## src/rtl/tmds_pkg.sv

```systemverilog
// TMDS encoder shared definitions: symbol width, control tokens,
// stage bundles and the popcount helper.
package tmds_pkg;

   localparam int SYM_W = 10;

   localparam logic [SYM_W-1:0] TOKEN_C00 = 10'b1101010100;
   localparam logic [SYM_W-1:0] TOKEN_C01 = 10'b0010101011;
   localparam logic [SYM_W-1:0] TOKEN_C10 = 10'b0101010100;
   localparam logic [SYM_W-1:0] TOKEN_C11 = 10'b1010101011;

   typedef struct packed {
      logic [7:0] data;
      logic [1:0] c;
      logic       blank;
   } tmds_in_t;

   typedef struct packed {
      logic [8:0] q_m;
      logic [1:0] c;
      logic       blank;
   } tmds_qm_t;

   localparam tmds_in_t IN_RST = '{
      data:  8'h00,
      c:     2'b00,
      blank: 1'b1
   };

   localparam tmds_qm_t QM_RST = '{
      q_m:   9'h000,
      c:     2'b00,
      blank: 1'b1
   };

   function automatic logic [3:0] popcount8(input logic [7:0] v);
      logic [3:0] n;
      n = 4'd0;
      for (int i = 0; i < 8; i++) begin
         n = n + {3'b000, v[i]};
      end
      return n;
   endfunction

   function automatic logic [SYM_W-1:0] ctrl_token(input logic [1:0] c);
      logic [SYM_W-1:0] t;
      unique case (c)
         2'b00:   t = TOKEN_C00;
         2'b01:   t = TOKEN_C01;
         2'b10:   t = TOKEN_C10;
         default: t = TOKEN_C11;
      endcase
      return t;
   endfunction

endpackage

```

## src/rtl/tmds_qm_stage.sv

```systemverilog
// Transition-minimising stage: 8-bit data to 9-bit q_m, where q_m[8]
// records whether the XOR (1) or XNOR (0) chain was used.
module tmds_qm_stage
   import tmds_pkg::*;
(
   input  logic [7:0] data,
   output logic [8:0] q_m
);

   logic [3:0] n1d;
   logic       use_xnor;
   logic [8:0] q;

   always_comb begin
      n1d      = popcount8(data);
      use_xnor = (n1d > 4'd4) || ((n1d == 4'd4) && !data[0]);
      q        = 9'h000;
      q[0]     = data[0];
      for (int i = 1; i < 8; i++) begin
         if (use_xnor) begin
            q[i] = ~(q[i-1] ^ data[i]);
         end else begin
            q[i] = q[i-1] ^ data[i];
         end
      end
      q[8] = ~use_xnor;
   end

   assign q_m = q;

endmodule

```

## src/rtl/tmds_encoder_dc.sv

```systemverilog
// Single-channel TMDS encoder with running-disparity tracking.
// Latency is 1 + c_pipeline enabled pixel clocks.
module tmds_encoder_dc
   import tmds_pkg::*;
#(
   parameter int c_pipeline = 1,
   parameter int c_cnt_bits = 5
) (
   input  logic                         clk_pixel,
   input  logic                         resetn,
   input  logic                         clk_pixel_ena,
   input  logic [7:0]                   in_data,
   input  logic [1:0]                   in_c,
   input  logic                         in_blank,
   output logic [SYM_W-1:0]             out_symbol,
   output logic signed [c_cnt_bits-1:0] out_disparity
);

   localparam int CW = c_cnt_bits;

   tmds_in_t in_r;
   tmds_qm_t s1;
   tmds_qm_t s2;
   logic [8:0] q_m;

   always_ff @(posedge clk_pixel) begin
      if (!resetn) begin
         in_r <= IN_RST;
      end else if (clk_pixel_ena) begin
         in_r <= '{data: in_data, c: in_c, blank: in_blank};
      end
   end

   tmds_qm_stage u_qm (
      .data (in_r.data),
      .q_m  (q_m)
   );

   assign s1 = '{q_m: q_m, c: in_r.c, blank: in_r.blank};

   generate
      if (c_pipeline != 0) begin : g_pipe
         tmds_qm_t s_r;
         always_ff @(posedge clk_pixel) begin
            if (!resetn) begin
               s_r <= QM_RST;
            end else if (clk_pixel_ena) begin
               s_r <= s1;
            end
         end
         assign s2 = s_r;
      end else begin : g_comb
         assign s2 = s1;
      end
   endgenerate

   logic signed [CW-1:0] cnt;
   logic signed [CW-1:0] cnt_nx;
   logic signed [CW-1:0] n1;
   logic signed [CW-1:0] n0;
   logic signed [CW-1:0] d10;
   logic signed [CW-1:0] d01;
   logic signed [CW-1:0] two_q8;
   logic signed [CW-1:0] two_nq8;
   logic [SYM_W-1:0]     sym_nx;
   logic [3:0]           ones;
   logic [7:0]           qv;
   logic                 q8;
   logic                 cnt_pos;
   logic                 cnt_neg;
   logic                 case_a;
   logic                 case_b;

   always_comb begin
      qv      = s2.q_m[7:0];
      q8      = s2.q_m[8];
      ones    = popcount8(qv);
      n1      = CW'(ones);
      n0      = CW'(4'd8 - ones);
      d10     = n1 - n0;
      d01     = n0 - n1;
      two_q8  = q8 ? CW'(2) : '0;
      two_nq8 = q8 ? '0 : CW'(2);
      cnt_neg = cnt[CW-1];
      cnt_pos = !cnt[CW-1] && (cnt != '0);
      case_a  = (cnt == '0) || (n1 == n0);
      case_b  = (cnt_pos && (n1 > n0)) || (cnt_neg && (n0 > n1));
      sym_nx  = TOKEN_C00;
      cnt_nx  = cnt;
      if (s2.blank) begin
         sym_nx = ctrl_token(s2.c);
         cnt_nx = '0;
      end else begin
         // case_b can only hold when cnt != 0 and n1 != n0
         unique case (1'b1)
            case_a: begin
               sym_nx = {~q8, q8, q8 ? qv : ~qv};
               cnt_nx = cnt + (q8 ? d10 : d01);
            end
            case_b: begin
               sym_nx = {1'b1, q8, ~qv};
               cnt_nx = cnt + two_q8 + d01;
            end
            default: begin
               sym_nx = {1'b0, q8, qv};
               cnt_nx = cnt + d10 - two_nq8;
            end
         endcase
      end
   end

   always_ff @(posedge clk_pixel) begin
      if (!resetn) begin
         out_symbol <= TOKEN_C00;
         cnt        <= '0;
      end else if (clk_pixel_ena) begin
         out_symbol <= sym_nx;
         cnt        <= cnt_nx;
      end
   end

   assign out_disparity = cnt;

endmodule

```

## config.mk

```make
export PLATFORM = sky130hd
export DESIGN_NAME = tmds_encoder_dc
export DESIGN_NICKNAME = d
export VERILOG_FILES = /design/src/rtl/tmds_pkg.sv /design/src/rtl/tmds_qm_stage.sv /design/src/rtl/tmds_encoder_dc.sv
export SDC_FILE = /design/constraint.sdc
export NUM_CORES = 1
export LEC_CHECK = 0
export ABC_AREA = 1
export CORE_MARGIN = 3
export CORE_UTILIZATION = 40
export CTS_CLUSTER_DIAMETER = 150
export DETAILED_ROUTE_END_ITERATION = 10
export DONT_BUFFER_PORTS = 1
export SYNTH_ARGS = -nofsm -noshare
export SYNTH_HDL_FRONTEND = slang
export SYNTH_HIERARCHICAL = 1
export SYNTH_SLANG_ARGS = --single-unit
```

## constraint.sdc

```tcl
create_clock -name clk_pixel -period 5.8 [get_ports clk_pixel]
set_clock_uncertainty 0.05 [all_clocks]
set_input_delay 0.58 -clock clk_pixel [delete_from_list [all_inputs] [get_ports clk_pixel]]
set_output_delay 0.58 -clock clk_pixel [all_outputs]
set_load 0.005 [all_outputs]
```

==> reports/metrics.sh, run 1 <==
POST_DRT_WL_PER_CELL_UM=12.3
WORSTSETUPPATHTYPE='reg2reg'
LAYOUT.NETS=440
SYNTH_TOP_CELLS_BY_AREA='sky130_fd_sc_hd__dfxtp_1 (26%), sky130_fd_sc_hd__ha_1 (11%), sky130_fd_sc_hd__fa_1 (8.1%)'
TIMING.CRITICAL_PATH.REQUIRED_PS=5990
GRT_MAX_DEGREE=48
YS_FF_LATCH=38
STATUS='finished clean'
R2R-START='g_pipe.s_r[3]$_SDFFE_PN0P_'
HOLDPATHEND='in_r[0]$_SDFFE_PN1P_'
SYNTH.YOSYS.SEQ_AREA_SHARE=0.257
MAX-VDD-IR-DROP_mV=0.155
GRT_ANTENNA_BEFORE_REPAIR=0
LAYOUT_COMMON_CELLS='sky130_fd_sc_hd__inv_1 (58), sky130_fd_sc_hd__nand2_1 (55), sky130_fd_sc_hd__dfxtp_1 (37)'
WORST_SLEW_PIN_SLEW_PS=715
CLOCKROOTBUFFER='sky130_fd_sc_hd__clkbuf_8'
SYNTHDOMINANTCELLAREASHARE=0.257
CRIT_PATH_MAX_FANOUT=5
ANTENNA_CELLS=0
TIMING.FMAX_GHz=0.184
R2R.WORST_PATH.CELLS=29
CRITICAL_PATH.ENDPOINT_TYPE='flop'
FINAL.SETUP.TNS_PS=0
CLOCK_LATENCY_PS=300
POSTSYNTHCELLCOUNT=393
ROUTE.DETAILED.VIAS_PER_INST=4.88
CRITICAL_PATH_ARRIVAL_PS=5620
TIMING.FINAL.CRIT_SHARE=0.937
GRT_FIRST_PASS_WIRELENGTH_UM=10300
TIMING.CRITICAL_PATH.SLOWEST_STAGE_CELL='sky130_fd_sc_hd__fa_1'
DP.CELLS=477
STARTING_DENSITY=0.424
TIMING.CRITICAL_PATH.FROM_TYPE='flop'
DETAILROUTE.VIA_COUNT=2372
MAX_STAGE_DELAY_PS=550
REPORT.FINAL.SETUP_VIOL=0
RELATIVE_SLEW_SLACK=0.522
AVGSYNTHCELLAREA_UM2=7.53
SYNTH_LARGEST_AREA_CELL='sky130_fd_sc_hd__dfxtp_1'
TIMING.FINAL.MAX_SLEW_VIOLATIONS=0
FIN_TOTAL_PWR_W=0.00139
POWER_PER_CELL_AREA_nW_PER_UM2=443
FIRST_GLOBAL_VIAS=2260
LEAKAGE_nW=1.45
H-TREE-DEPTH=2
POST_ROUTE_ANTENNA_NET_VIOLATION_COUNT=0
CHIP_WIDTH_UM=92.0
TOT_GR_TRACK_USE=0.150
HOLD_VIOLATIONS=0
HP-START='resetn'
ROWS=30
TIMING.REG2REG.SETUP_SLACK_PS=370
CORE_REGION_AREA_UM2=6980
CTS_TREE='done'
MIN_PATH_TYPE='in2reg'
CTS.PATH.MAX_BUFFERS=2
SYN-NUM-NETS=444
DRT-INITIAL-DRC-COUNT=88
LAYOUT.CORE_UTILIZATION=0.450
DRT_PASS1_ITERATIONS=6
LAYOUT-DRIVE-GT1-SHARE=0.141
PORT_BUF_INSERTS=0
FINAL_CELL_COUNT_NO_FILL=486
FP.DIEH_UM=92.0
TIMING.CRITICAL_PATH.MODE_CELL='sky130_fd_sc_hd__inv_1'
RSZ0062_AT_GRT='no'
CLKSLEWWORSTSETUPHOLDPATHS_PS=80
YS.WARNINGS.COUNT=6
LAYOUT_COMMONEST_CELL='sky130_fd_sc_hd__inv_1'
COUNT_OF_DIFFERENT_CELL_MASTERS_AFTER_SYNTHESIS=34
SYN-CELL-AREA_UM2=2960
CTS-BUFFERS-INSERTED=5
FIN_HOLD_WS_PS=316
AREA.GROWTH.SYNTH_TO_FINAL_PCT=6.22
DRC=0
DIE_AREA_UM2=8460
NUMCLOCKSINKS=38
FINALWORSTPATHREQUIREDPERIOD_PS=5430
WORSTHOLDPATHCELLS=1
MAX_CAP_VIOL=0
IO_PINS=29
CRITICAL_PATH.REG2REG.ENDPOINT='out_disparity[4]$_SDFFE_PN0P_'
HPWL_REPORTED_AT_THE_END_OF_DETAILED_PLACEMENT_UM=4630
GR-TOTAL-OVERFLOW=0
FINALWEIGHTEDCONGESTION=0.836
DETAIL_ROUTE.WIRELENGTH_UM=5970
==> worst max path at each step <==
stage,from,end,cells after the start
CTS,g_pipe.s_r[3]$_SDFFE_PN0P_,out_disparity[4]$_SDFFE_PN0P_,29
finish,g_pipe.s_r[3]$_SDFFE_PN0P_,out_disparity[4]$_SDFFE_PN0P_,29
global route,g_pipe.s_r[3]$_SDFFE_PN0P_,out_disparity[4]$_SDFFE_PN0P_,29
global placement,g_pipe.s_r[3]$_SDFFE_PN0P_,out_disparity[4]$_SDFFE_PN0P_,29
detailed placement,g_pipe.s_r[3]$_SDFFE_PN0P_,out_disparity[4]$_SDFFE_PN0P_,29
floorplan,g_pipe.s_r[3]$_SDFFE_PN0P_,out_disparity[4]$_SDFFE_PN0P_,29
==> where the power goes <==
part / switching [W] / leakage [nW] / total, W / internal (W)
logic: 0.000538 / 1.09 / 0.000887 / 0.000349
registers: 0.0000242 / 0.314 / 0.000308 / 0.000284
clock network: 0.0000996 / 0.0472 / 0.000195 / 0.0000956
==> timing repair <==
action                                  in CTS  in global routing
hold buffers                                 0                  0
buffers inserted                             0                  1
endpoints found under the setup margin       0                  1
resized for setup                            0                  4
==> cell usage after synthesis (all sizes together) <==
library cell and number:
ha 25, a221o 1, nand3 32, a31oi 1, a21oi 34, xnor2 1
a211oi 1, buf 2, o211ai 9, inv 65, o21ai 35, clkinv 1
clkbuf 11, a22oi 1, nand4 4, or2 2, nor2 31, xor2 10
fa 12, dfxtp 38, nand2 77
==> metal layers <==
layer | part of all wire | track usage | vias to the layer above
met3 | 0.047 | 0.0468 | 7
met4 | 0.014 | 0.0446 | 0
met5 | 0 | 0 | -
li1 | - | - | 1262
met1 | 0.51 | 0.205 | 1064
met2 | 0.43 | 0.226 | 39
==> logic make-up after synthesis <==
logic type / count (synthesis) / share of synthesized area
fa+ha+maj: 37 / 0.187
compound gates: 82 / 0.159
xor+xnor: 11 / 0.0326
simple gates: 146 / 0.259
flops: 38 / 0.257
buf+inv: 79 / 0.105
==> stage by stage <==
stage / instance area (um^2) / worst slack, ps
2_1_floorplan: 2960 / 510
3_3_place_gp: 3030 / 302
3_5_place_dp: 3030 / 203
4_1_cts: 3130 / 176
5_1_grt: 3140 / 11.5
6_report: 3140 / 368
==> flip-flops by register name, summed over array words and instances, names as in the netlist <==
name,flops
g_pipe.s_r,12
in_r,11
out_disparity,5
out_symbol,10
==> worst max-delay path, delay by kind of cell, from the launching register on <==
kind                     cells  cell delay, ps
XOR/XNOR                     2             390
adder cells (fa/ha/maj)      8            3210
AND/OR/NAND/NOR             10             850
flip-flops                   1             350
AO/OA/AOI/OAI                1             100
buffers and inverters        8             440
==> final cells by class <==
class / count / area, um^2
inverters: 66 / 255
multi-input cells: 276 / 1890
repair buffers: 2 / 15.0
clock buffers: 6 / 82.6
fillers: 732 / 3840
clock inverters: 2 / 12.5
flip-flops and latches: 38 / 762
well taps: 96 / 120
(Power assumes the default switching activity.)
==> inputs of run 2 (changes only) <==
--- a/config.mk
+++ b/config.mk
@@ -6,11 +6,14 @@
 export NUM_CORES = 1
 export LEC_CHECK = 0
 export ABC_AREA = 1
+export CELL_PAD_IN_SITES_DETAIL_PLACEMENT = 1
+export CELL_PAD_IN_SITES_GLOBAL_PLACEMENT = 1
 export CORE_MARGIN = 3
 export CORE_UTILIZATION = 40
 export CTS_CLUSTER_DIAMETER = 150
 export DETAILED_ROUTE_END_ITERATION = 10
 export DONT_BUFFER_PORTS = 1
+export PLACE_DENSITY_LB_ADDON = 0.1
 export SYNTH_ARGS = -nofsm -noshare
 export SYNTH_HDL_FRONTEND = slang
 export SYNTH_HIERARCHICAL = 1
==> reports/metrics.sh, run 2 (same netlist as run 1, synthesis figures left out) <==
AREA.GROWTH.SYNTH_TO_FINAL_PCT=8.59  # was 6.22%
ROUTE.DETAILED.VIAS_PER_INST=5.05  # was 4.88
CTS_TREE='done'  # unchanged
R2R-START='g_pipe.s_r[3]$_SDFFE_PN0P_'  # unchanged
TOT_GR_TRACK_USE=0.183  # was 0.150
NUMCLOCKSINKS=38  # unchanged
GRT_MAX_DEGREE=48  # unchanged
FIRST_GLOBAL_VIAS=2591  # was 2260
CRITICAL_PATH_ARRIVAL_PS=5600  # was 5620 ps
GRT_FIRST_PASS_WIRELENGTH_UM=12600  # was 10300 um
REG.LARGEST.LIST='g_pipe.s_r: 12 flops, in_r: 11 flops, out_symbol: 10 flops'  # unchanged
LAYOUT-DRIVE-GT1-SHARE=0.157  # was 0.141
FINAL.SETUP.TNS_PS=0  # unchanged
DRT-INITIAL-DRC-COUNT=66  # was 88
PORT_BUF_INSERTS=0  # unchanged
HP-START='resetn'  # unchanged
LEAKAGE_nW=1.48  # was 1.45 nW
HOLDPATHEND='in_r[0]$_SDFFE_PN1P_'  # unchanged
MAX_FLOP_REGISTER='g_pipe.s_r'  # unchanged
FINALWEIGHTEDCONGESTION=0.800  # was 0.836
DRC=0  # unchanged
RELATIVE_SLEW_SLACK=0.490  # was 0.522
R2R.WORST_PATH.CELLS=29  # unchanged
TIMING.CRITICAL_PATH.REQUIRED_PS=5980  # was 5990 ps
HPWL_REPORTED_AT_THE_END_OF_DETAILED_PLACEMENT_UM=5640  # was 4630 um
FINALINSTANCEAREA_UM2=3210  # was 3140 um^2
ANTENNA_CELLS=0  # unchanged
HOLD_VIOLATIONS=0  # unchanged
LAYOUT.CORE_UTILIZATION=0.460  # was 0.450
CTS.HOLD.BUFFERS_ADDED=0  # unchanged
DRT_PASS1_ITERATIONS=4  # was 6
TIMING.FINAL.MAX_SLEW_VIOLATIONS=0  # unchanged
CTS.PATH.MAX_BUFFERS=2  # unchanged
POWER_PER_CELL_AREA_nW_PER_UM2=473  # was 443 nW/um^2
CTS-BUFFERS-INSERTED=5  # unchanged
STARTING_DENSITY=0.424  # unchanged
LAYOUT_COMMONEST_CELL='sky130_fd_sc_hd__inv_1'  # unchanged
MIN_PATH_TYPE='in2reg'  # unchanged
FIN_TOTAL_PWR_W=0.00152  # was 0.00139 W
CRITICAL_PATH.ENDPOINT_TYPE='flop'  # unchanged
H-TREE-DEPTH=2  # unchanged
TIMING.FINAL.CRIT_SHARE=0.933  # was 0.937
MAX_STAGE_DELAY_PS=550  # about the same
LARGEST_REGISTER_FFS=12  # unchanged
POST_ROUTE_ANTENNA_NET_VIOLATION_COUNT=0  # unchanged
TIMING.CRITICAL_PATH.FROM_TYPE='flop'  # unchanged
STATUS='finished clean'  # unchanged
MAX-VDD-IR-DROP_mV=0.168  # was 0.155 mV
TIMING.REG2REG.SETUP_SLACK_PS=390  # was 370 ps
REPORT.FINAL.SETUP_VIOL=0  # unchanged
LAYOUT_COMMON_CELLS='sky130_fd_sc_hd__inv_1 (57), sky130_fd_sc_hd__nand2_1 (55), sky130_fd_sc_hd__dfxtp_1 (36)'  # was sky130_fd_sc_hd__inv_1 (58), sky130_fd_sc_hd__nand2_1 (55), sky130_fd_sc_hd__dfxtp_1 (37)
CHIP_WIDTH_UM=92.0  # unchanged
CLOCKROOTBUFFER='sky130_fd_sc_hd__clkbuf_8'  # unchanged
POST_DRT_WL_PER_CELL_UM=14.8  # was 12.3 um
MAX_CAP_VIOL=0  # unchanged
CLKSLEWWORSTSETUPHOLDPATHS_PS=80  # about the same
WORSTSETUPPATHTYPE='reg2reg'  # unchanged
TIMING.CRITICAL_PATH.SLOWEST_STAGE_CELL='sky130_fd_sc_hd__fa_1'  # unchanged
TIMING.CRITICAL_PATH.MODE_CELL='sky130_fd_sc_hd__inv_1'  # unchanged
FINALWORSTPATHREQUIREDPERIOD_PS=5410  # was 5430 ps
CRITICAL_PATH.REG2REG.ENDPOINT='out_disparity[4]$_SDFFE_PN0P_'  # unchanged
DETAILROUTE.VIA_COUNT=2486  # was 2372
WORST_SLEW_PIN_SLEW_PS=761  # was 715 ps
PLACE_AREA_UM2=3030  # unchanged
FP.DIEH_UM=92.0  # unchanged
TIMING.FMAX_GHz=0.185  # was 0.184 GHz
WORSTHOLDPATHCELLS=1  # unchanged
DETAIL_ROUTE.WIRELENGTH_UM=7260  # was 5970 um
GR-TOTAL-OVERFLOW=0  # unchanged
ROWS=30  # unchanged
FIN_HOLD_WS_PS=323  # was 316 ps
CRIT_PATH_MAX_FANOUT=4  # was 5
IO_PINS=29  # unchanged
LAYOUT.NETS=446  # was 440
DIE_AREA_UM2=8460  # unchanged
GRT_ANTENNA_BEFORE_REPAIR=0  # unchanged
CLOCK_LATENCY_PS=290  # was 300 ps
CORE_REGION_AREA_UM2=6980  # unchanged
## run 2: worst max-delay path: cells and delay by family (launching register included)
| family | cells | cell delay (ps) |
|---|---|---|
| simple gates | 9 | 840 |
| xor+xnor | 2 | 380 |
| flops | 1 | 340 |
| buf+inv | 8 | 410 |
| compound gates | 1 | 110 |
| fa+ha+maj | 9 | 3220 |
## run 2: worst max path at each step
| stage | from | slack [ps] | to |
|---|---|---|---|
| final | g_pipe.s_r[3]$_SDFFE_PN0P_ | 390 | out_disparity[4]$_SDFFE_PN0P_ |
| after global routing | g_pipe.s_r[4]$_SDFFE_PN0P_ | -1 | out_disparity[4]$_SDFFE_PN0P_ |
| after CTS | g_pipe.s_r[3]$_SDFFE_PN0P_ | 120 | out_disparity[4]$_SDFFE_PN0P_ |
| after detailed placement | g_pipe.s_r[3]$_SDFFE_PN0P_ | 140 | out_disparity[4]$_SDFFE_PN0P_ |
| after global placement | g_pipe.s_r[3]$_SDFFE_PN0P_ | 250 | out_disparity[4]$_SDFFE_PN0P_ |
| after floorplan | g_pipe.s_r[3]$_SDFFE_PN0P_ | 510 | out_disparity[4]$_SDFFE_PN0P_ |
## run 2: where the power goes
part	internal [W]	switching (W)	total (W)
Sequential	0.000284	0.0000256	0.000310
Clock	0.000129	0.0000957	0.000224
Combinational	0.000392	0.000595	0.000986
Total	0.000804	0.000716	0.00152
## run 2: area by class of cell
type,instances,area (um^2)
Fill cell,893,3770
Multi-Input combinational cell,276,1910
Sequential cell,38,763
Inverter,66,255
Tap cell,96,120
Clock buffer,7,76.3
Timing Repair Buffer,8,60.1
Clock inverter,1,30.0
## run 2: repair_timing
item | 4_1_cts | 5_1_grt
setup endpoints to repair | 0 | 1
setup buffers | 0 | 7
gates resized for setup | 0 | 7
## run 2: metal layers
metal	GRT usage	wire, um	up-vias
met5	0	0	-
met4	0.0408	85	0
met3	0.0328	261	8
met2	0.292	3420	40
met1	0.258	3500	1169
li1	-	-	1269
## run 2: metrics by stage
stage | setup slack [ps] | instances
finish | 387 | 492
global route | -1.13 | 492
CTS | 116 | 485
detailed placement | 136 | 477
global placement | 253 | 477
floorplan | 510 | 393
